`src/rtl/hand_centroid_tracker.sv`:
```
// rtl/hand_centroid_tracker.sv - per-frame colour-mask centroid with sequential divide
module hand_centroid_tracker #(
    parameter int MIN_AREA = 16,
    parameter int DIV_BITS = 30
) (
    input  logic        clk_in,
    input  logic        rst_in_n,
    input  logic [10:0] x_in,
    input  logic [9:0]  y_in,
    input  logic        valid_in,
    input  logic        mask_in,
    input  logic        frame_done_in,
    output logic [11:0] x_out,
    output logic [11:0] y_out,
    output logic [19:0] area_out,
    output logic        found_out,
    output logic        valid_out,
    output logic        busy_out
);

    localparam int CW = $clog2(DIV_BITS + 1);

    localparam logic [1:0] S_IDLE   = 2'd0;
    localparam logic [1:0] S_DIVIDE = 2'd1;
    localparam logic [1:0] S_DONE   = 2'd2;

    logic [1:0]          state;
    logic [DIV_BITS-1:0] sum_x, sum_y;
    logic [19:0]         count;
    logic [DIV_BITS-1:0] nxt_sum_x, nxt_sum_y;
    logic [19:0]         nxt_count;
    logic                pix;
    logic                area_ok;

    // Divider working registers: the dividend registers become the quotients
    logic [DIV_BITS-1:0] dvd_x, dvd_y;
    logic [19:0]         rem_x, rem_y;
    logic [19:0]         dsr;
    logic [CW-1:0]       iter;
    logic                found_lat;

    logic [20:0]         sh_x, sh_y;
    logic                ge_x, ge_y;
    logic [19:0]         nrem_x, nrem_y;

    assign pix      = valid_in & mask_in;
    assign busy_out = (state == S_DIVIDE);

    // Running sums including this cycle's pixel, so a pixel on frame_done joins the closing frame
    always_comb begin
        nxt_sum_x = sum_x + (pix ? DIV_BITS'(x_in) : '0);
        nxt_sum_y = sum_y + (pix ? DIV_BITS'(y_in) : '0);
        nxt_count = count + (pix ? 20'd1 : 20'd0);
        area_ok   = (nxt_count >= 20'(MIN_AREA));
    end

    // One restoring-division step per axis; remainder stays below the divisor so 20 bits suffice
    always_comb begin
        sh_x   = {rem_x, dvd_x[DIV_BITS-1]};
        sh_y   = {rem_y, dvd_y[DIV_BITS-1]};
        ge_x   = (sh_x >= {1'b0, dsr});
        ge_y   = (sh_y >= {1'b0, dsr});
        nrem_x = ge_x ? 20'(sh_x - {1'b0, dsr}) : sh_x[19:0];
        nrem_y = ge_y ? 20'(sh_y - {1'b0, dsr}) : sh_y[19:0];
    end

    // Accumulate matched pixels; every frame_done clears, even while busy, discarding that frame
    always_ff @(posedge clk_in or negedge rst_in_n) begin
        if (!rst_in_n) begin
            sum_x <= '0;
            sum_y <= '0;
            count <= '0;
        end else if (frame_done_in) begin
            sum_x <= '0;
            sum_y <= '0;
            count <= '0;
        end else begin
            sum_x <= nxt_sum_x;
            sum_y <= nxt_sum_y;
            count <= nxt_count;
        end
    end

    // Frame-close FSM: latch, divide MSB first, then publish results for one cycle
    always_ff @(posedge clk_in or negedge rst_in_n) begin
        if (!rst_in_n) begin
            state     <= S_IDLE;
            dvd_x     <= '0;
            dvd_y     <= '0;
            rem_x     <= '0;
            rem_y     <= '0;
            dsr       <= '0;
            iter      <= '0;
            found_lat <= 1'b0;
            x_out     <= '0;
            y_out     <= '0;
            area_out  <= '0;
            found_out <= 1'b0;
            valid_out <= 1'b0;
        end else begin
            valid_out <= 1'b0;
            case (state)
                S_IDLE: begin
                    if (frame_done_in) begin
                        dvd_x     <= nxt_sum_x;
                        dvd_y     <= nxt_sum_y;
                        dsr       <= nxt_count;
                        rem_x     <= '0;
                        rem_y     <= '0;
                        iter      <= '0;
                        found_lat <= area_ok;
                        state     <= area_ok ? S_DIVIDE : S_DONE;
                    end
                end
                S_DIVIDE: begin
                    rem_x <= nrem_x;
                    rem_y <= nrem_y;
                    dvd_x <= {dvd_x[DIV_BITS-2:0], ge_x};
                    dvd_y <= {dvd_y[DIV_BITS-2:0], ge_y};
                    iter  <= iter + 1'b1;
                    if (iter == CW'(DIV_BITS - 1)) begin
                        state <= S_DONE;
                    end
                end
                S_DONE: begin
                    valid_out <= 1'b1;
                    area_out  <= dsr;
                    found_out <= found_lat;
                    if (found_lat) begin
                        x_out <= dvd_x[11:0];
                        y_out <= dvd_y[11:0];
                    end
                    state <= S_IDLE;
                end
                default: state <= S_IDLE;
            endcase
        end
    end

endmodule
```
`config.mk`:
```
export PLATFORM = sky130hd
export DESIGN_NAME = hand_centroid_tracker
export DESIGN_NICKNAME = d
export VERILOG_FILES = /design/src/rtl/hand_centroid_tracker.sv
export SDC_FILE = /design/constraint.sdc
export NUM_CORES = 1
export LEC_CHECK = 0
export ABC_AREA = 1
export CORE_MARGIN = 5
export CORE_UTILIZATION = 50
export CTS_CLUSTER_DIAMETER = 150
export DETAILED_ROUTE_END_ITERATION = 6
export MAX_ROUTING_LAYER = met4
export PLACE_DENSITY_LB_ADDON = 0.12
export SYNTH_ARGS = -nofsm -noshare
export SYNTH_HDL_FRONTEND = slang
export SYNTH_SLANG_ARGS = --single-unit
```
`constraint.sdc`:
```
create_clock -name clk_in -period 4.5 [get_ports clk_in]
set_clock_uncertainty 0.1 [all_clocks]
set_input_delay 0.45 -clock clk_in [delete_from_list [all_inputs] [get_ports clk_in]]
set_output_delay 0.45 -clock clk_in [all_outputs]
set_load 0.01 [all_outputs]
```
* Yosys cells after proc, flatten, opt, wreduce, memory -nomap -nowiden
Index checks and enable logic that the tools add are counted.
Widths: inputs -> output; s select.
** Storage, ports and cells
- Bits in registers :: 254
- Input bits :: 26
- Output and inout port bits :: 47
- Logic and storage cells :: 59
** Operators by class
- $add $sub $neg :: 6
- Order comparisons :: 3
- Equal/unequal tests :: 5
- Multiplexer cells :: 22
- Bitwise logic cells :: 1
- Reduce and logical (&&, ||, !) cells :: 6
** Operators with widths (count)
- $mux 30 :: 4
- $pmux 30 s2 :: 2
- $mux 20 :: 4
- $pmux 20 s2 :: 2
- $ge 21x20->1 :: 2
- $sub 20x20->20 :: 2
- $add 30x10->30 :: 1
- $add 30x11->30 :: 1
- $add 20x1->20 :: 1
- $ge 20x5->1 const B :: 1
- $mux 11 :: 1
- $mux 10 :: 1
- $pmux 5 s2 :: 1
- $reduce_and 2->1 :: 4
- $mux 2 :: 3
- $add 5x1->5 const B :: 1
- $eq 5x5->1 const B :: 1
- $mux 5 :: 1
- $pmux 2 s2 :: 1
- $eq 2x1->1 const B :: 1
- $eq 2x2->1 const B :: 1
- $logic_not 2->1 :: 1
- $mux 1 :: 2
- $ne 2x1->1 const B :: 1
- 3 further kinds :: 3

* Logic depth before layout (Yosys ltp)
- Depth in word-level cells :: 7
- Gate-level depth with buffers :: 18
- Gate-level depth less buffers :: 17

* Least setup slack after synthesis
OpenSTA, ideal clock, no wires.
- Path type :: input to register
- Start point :: in valid_in
- End point :: reg dvd_x[18]
- Setup time :: 0.124 ns
- Arrival time :: 2.365 ns
- Required time :: 4.276 ns
- Slack :: 1.911 ns
- Cell stages on the path :: 15
- Cells stage by stage :: nand2_1 clkbuf_1 nor2_1 ha_1 inv_1 fa_1 nand3b_1 nand2_1 a21boi_2 o21ai_0 nand2_1 nand2_1 nand2_1 nand2_1 nand3_1
** Between the ends
- Longest elaborated chain between the ends :: 5
** RTL lines
- start, declared :: RTL line 10 : input logic valid_in,
- $and 1x1->1 :: RTL line 46 : assign pix = valid_in & mask_in;
- $mux 11 :: RTL line 51 : nxt_sum_x = sum_x + (pix ? DIV_BITS'(x_in) : '0);
- $add 30x11->30 :: RTL line 51
- $mux 30 :: RTL line 104 : if (frame_done_in) begin
- $pmux 30 s2 :: RTL line 102 : case (state)
- end signal, assigned :: RTL line 105 : dvd_x <= nxt_sum_x;
- end signal, assigned :: RTL line 118 : dvd_x <= {dvd_x[DIV_BITS-2:0], ge_x};
- end, declared :: RTL line 36 : logic [DIV_BITS-1:0] dvd_x, dvd_y;
Every way passes these cells. The select of a mux whose other input is x is not followed.
A chain may end at the register's enable or synchronous reset.

* Worst setup path in the final report
- Start point :: reg state[0]
- End point :: out busy_out
** Between the ends
- Longest elaborated chain between the ends :: 1
** RTL lines
- start, declared :: RTL line 27 : logic [1:0] state;
- start signal, assigned :: RTL line 112 : state <= area_ok ? S_DIVIDE : S_DONE;
- $eq 2x1->1 :: RTL line 47 : assign busy_out = (state == S_DIVIDE);
- end, declared :: RTL line 18 : output logic busy_out
Every way passes these cells.

==> key figures <==
Floorplanning
  • Die width: between 150 and 200 µm
  • Std cell rows: 64
  • Initial Util: 0.503
  • # IOs: 73
  • Die ar.: 34,200 µm²
  • Core area: 30,400 µm²
  • Die Y-Extent: about 180 µm

Clock network
  • CTS tree: yes
  • H-Tree Depth: 1
  • Clock-pin slew on the worst setup and hold paths: 60 ps
  • Post-CTS resize count: 0
  • Worst-Skew Late Latency: 550 ps
  • Clock sink count: 254
  • Maximum clock insertion buffer count: 3
  • CTS Buf Count: 28
  • Root buf cell: clkbuf_16

Power
  • P_leak: 8.88 nW
  • VDD IR max: 0.288 mV
  • Int Pwr: 3.94 mW
  • NetSw: between 1.5 and 2 mW
  • Switch share: 0.283
  • Clk pwr share: 0.422
  • Sequential share of power: 0.433
  • Logic gate share of total power: 0.144
  • Pwr dens: 318 nW/µm²

Timing
  • Fin crit period: 3310 ps
  • Slew at the pin closest to its max-slew limit: 1160 ps
  • Slew Viols, Final: 0
  • PnR worst setup slack: 1190 ps
  • Setup_tns: 0 ps
  • Fmax: 302 MHz
  • Final period util: 0.736
  • Rel. slew slack: 0.229
  • Final setup fails: 0
  • Hold Vio Cnt, Final: 0
  • RSZ-0062 raised after global routing: no

Critical path
  • CP max-delay cell: nor2_4
  • CP max stage delay: 710 ps
  • Buf/Inv on CP: 3
  • Data arrival time of the critical path: 2760 ps
  • Crit-path cells: buf_4, inv_2, nor2_4, clkdlybuf4s50_1
  • Startpoint Class: register
  • Worst-path fanout max: 26
  • CP endpoint kind: output pin
  • Delay-heaviest family, CP: buffers and inverters
  • Setup CP Type: register to output pin
  • Data required, critical path: 3950 ps

Synth
  • EDFF count, synth: 0
  • Top_reg_cell synth: dfrtp_1
  • Syn nets: around 2.1k
  • Synthesized flop and latch total: 254
  • Post-synthesis sequential area ratio: 0.415
  • Cells after Synth: 2,051
  • Async set-or-reset flop fraction in the synthesized netlist: 1.00
  • Post-synth cell types: 46
  • Synth area leader: dfrtp_1
  • Syn. warnings: 0
  • Synth area leaders: dfrtp_1 42%, nand2_1 15%, inv_1 5.5%, ha_1 5.3%, nor2_1 5.0%
  • Synth top area share: 0.415
  • Netlist Area Pre-Place: roughly 15,000 µm²
  • Avg Cell Area, Syn: 7.46 µm²

Finish
  • Final Util: 0.568
  • Leading cell type in the layout, fill and taps excluded: nand2_1
  • Non-Filler Instances: 2,526
  • Commonest non-fill, non-tap cells in the layout: 593 x nand2_1, 254 x dfrtp_1, 223 x inv_1
  • Fill cells: 2,954
  • Share of layout cells above drive strength 1: 0.0545
  • Final instance area: 17,300 µm²
  • Reg area: about 6400 µm²
  • P&R area growth vs syn: 13.0%
  • Area of the multi-input gates: 7800 µm²
  • Final nets: between 2k and 2.5k

Global route
  • Largest net degree at the start of global routing: 127
  • Vias in the first global route: roughly 14k
  • First-pass GRT wire length: 69,400 µm
  • Total GRT Usage: 0.256
  • Gr ovfl total: 0
  • Initial antenna violation count: 1

Drt
  • Iteration-0 DRC count of the detailed router: roughly 750
  • Avg WL per Cell: 16.5 µm
  • Final wirelength: between 40,000 and 50,000 µm
  • Max Used Layer: met4
  • DR vias: 13.5k
  • Post-route DRC: 0
  • Drt first pass iters: 5
  • Post-Route M1 WL: 19,600 µm
  • Metal3 WL: 1800 µm
  • ANT nets after route: 0
  • Vias/cell: ~5.3
  • WL met2: 19,400 µm

Placed design
  • Placer Congestion: 0.991
  • HPWL Detailed: 29,800 µm
  • Post-Place Cells: 2,472
  • Placement-stage cell area: 16,300 µm²
  • IO Port Bufs: just over 70
  • Pre-CTS setup slack: 813 ps

Outcome
  • Run status: complete, no violations

Min path
  • Hold WC Path Type: register to register

Job
  • Number of max-cap violations: 0
## sequential cells by signal (all words and copies together) (netlist names)
signal,cells
area_out,20
found_lat,1
sum_y,30
dvd_x,30
x_out,12
y_out,12
count,20
rem_x,20
dvd_y,30
rem_y,20
found_out,1
sum_x,30
dsr,20
state,2
iter,5
valid_out,1
## synth_stat cells (2+ instances only)
master,instances
nor3_1,23
nand2_4,2
nand2_1,594
nand2_2,8
xor2_1,17
nor2_4,2
nor4_1,3
nor3_2,3
nand3b_1,52
dfrtp_1,254
a21oi_1,102
buf_6,2
fa_1,4
buf_1,5
o21ai_2,5
o221ai_1,3
o21ai_1,6
inv_1,223
buf_2,17
a21o_1,6
inv_2,5
o211ai_1,6
ha_1,65
nor2_1,202
nand3_1,142
nor2b_1,2
mux2_2,12
buf_4,9
nand4_1,28
clkbuf_1,28
xnor2_1,33
a22oi_1,29
nand3_2,5
nor2_2,5
o21bai_1,9
o21ai_0,130
## worst register-to-register path: cells and delay by family, from the launching register on
family	cells	cell delay (ps)
and+or+nand+nor	5	1550
AOI/OAI and AO/OA	3	560
DFF	1	380
adders and majority gates	1	360
buffers and inverters	1	200
## path summary, 6_finish.rpt
| check | from | end | slack (ps) | cells past startpoint |
|---|---|---|---|---|
| max in group asynchronous | rst_in_n | sum_y[9]$_DFF_PN0_ | 2650 | 3 |
| min in group asynchronous | rst_in_n | rem_x[11]$_DFFE_PN0P_ | 470 | 2 |
| setup reg to reg | dsr[18]$_DFFE_PN0P_ | dvd_x[0]$_DFFE_PN0P_ | 1210 | 10 |
| hold / removal | rem_x[19]$_DFFE_PN0P_ | rem_x[19]$_DFFE_PN0P_ | 380 | 2 |
| setup / recovery | state[0]$_DFFE_PN0P_ | busy_out | 1190 | 4 |
| hold reg to reg | rem_x[19]$_DFFE_PN0P_ | rem_x[19]$_DFFE_PN0P_ | 380 | 2 |
## final cells by class
type	instances	share of cell area
clock buffer	39	0.0476
timing repair buffer	87	0.0491
inverter	228	0.0495
antenna	1	0.000145
clock inverter	13	0.00622
sequential	254	0.368
tap	396	0.0287
multi-input combinational	1508	0.451
## metal layers
layer,vias to the layer above,GRT usage
met2,306,0.420
met5,-,-
met3,61,0.0269
li1,6765,-
met1,6359,0.345
met4,0,0.0584
## power by group through the flow
stage | Sequential, mW | Clock (mW) | Combinational, mW
finish | 2.38 | 2.32 | 0.793
global route | 2.38 | 2.45 | 0.903
CTS | 2.38 | 2.37 | 0.797
detailed placement | 2.42 | 0 | 0.791
global placement | 2.42 | 0 | 0.784
floorplan | 2.41 | 0 | 0.559
## stage by stage
stage          power [mW]  hold slack, ps
3_3_place_gp         3.20             359
5_1_grt              5.74             413
3_5_place_dp         3.21             365
4_1_cts              5.54             381
2_1_floorplan        2.97            54.4
6_report             5.49             378
## cells by family after synthesis
group,share of synthesized area
AO/OA/AOI/OAI,0.110
flip-flops,0.415
adder cells (fa/ha/maj),0.0584
multiplexers,0.00883
buffers and inverters,0.0755
XOR/XNOR,0.0286
AND/OR/NAND/NOR,0.304
## what timing repair did
item                      4_1_cts  5_1_grt
hold endpoints to repair      117        0
hold buffers                    1        0
buffers inserted                0        0
Power figures use the tool's default switching activity.
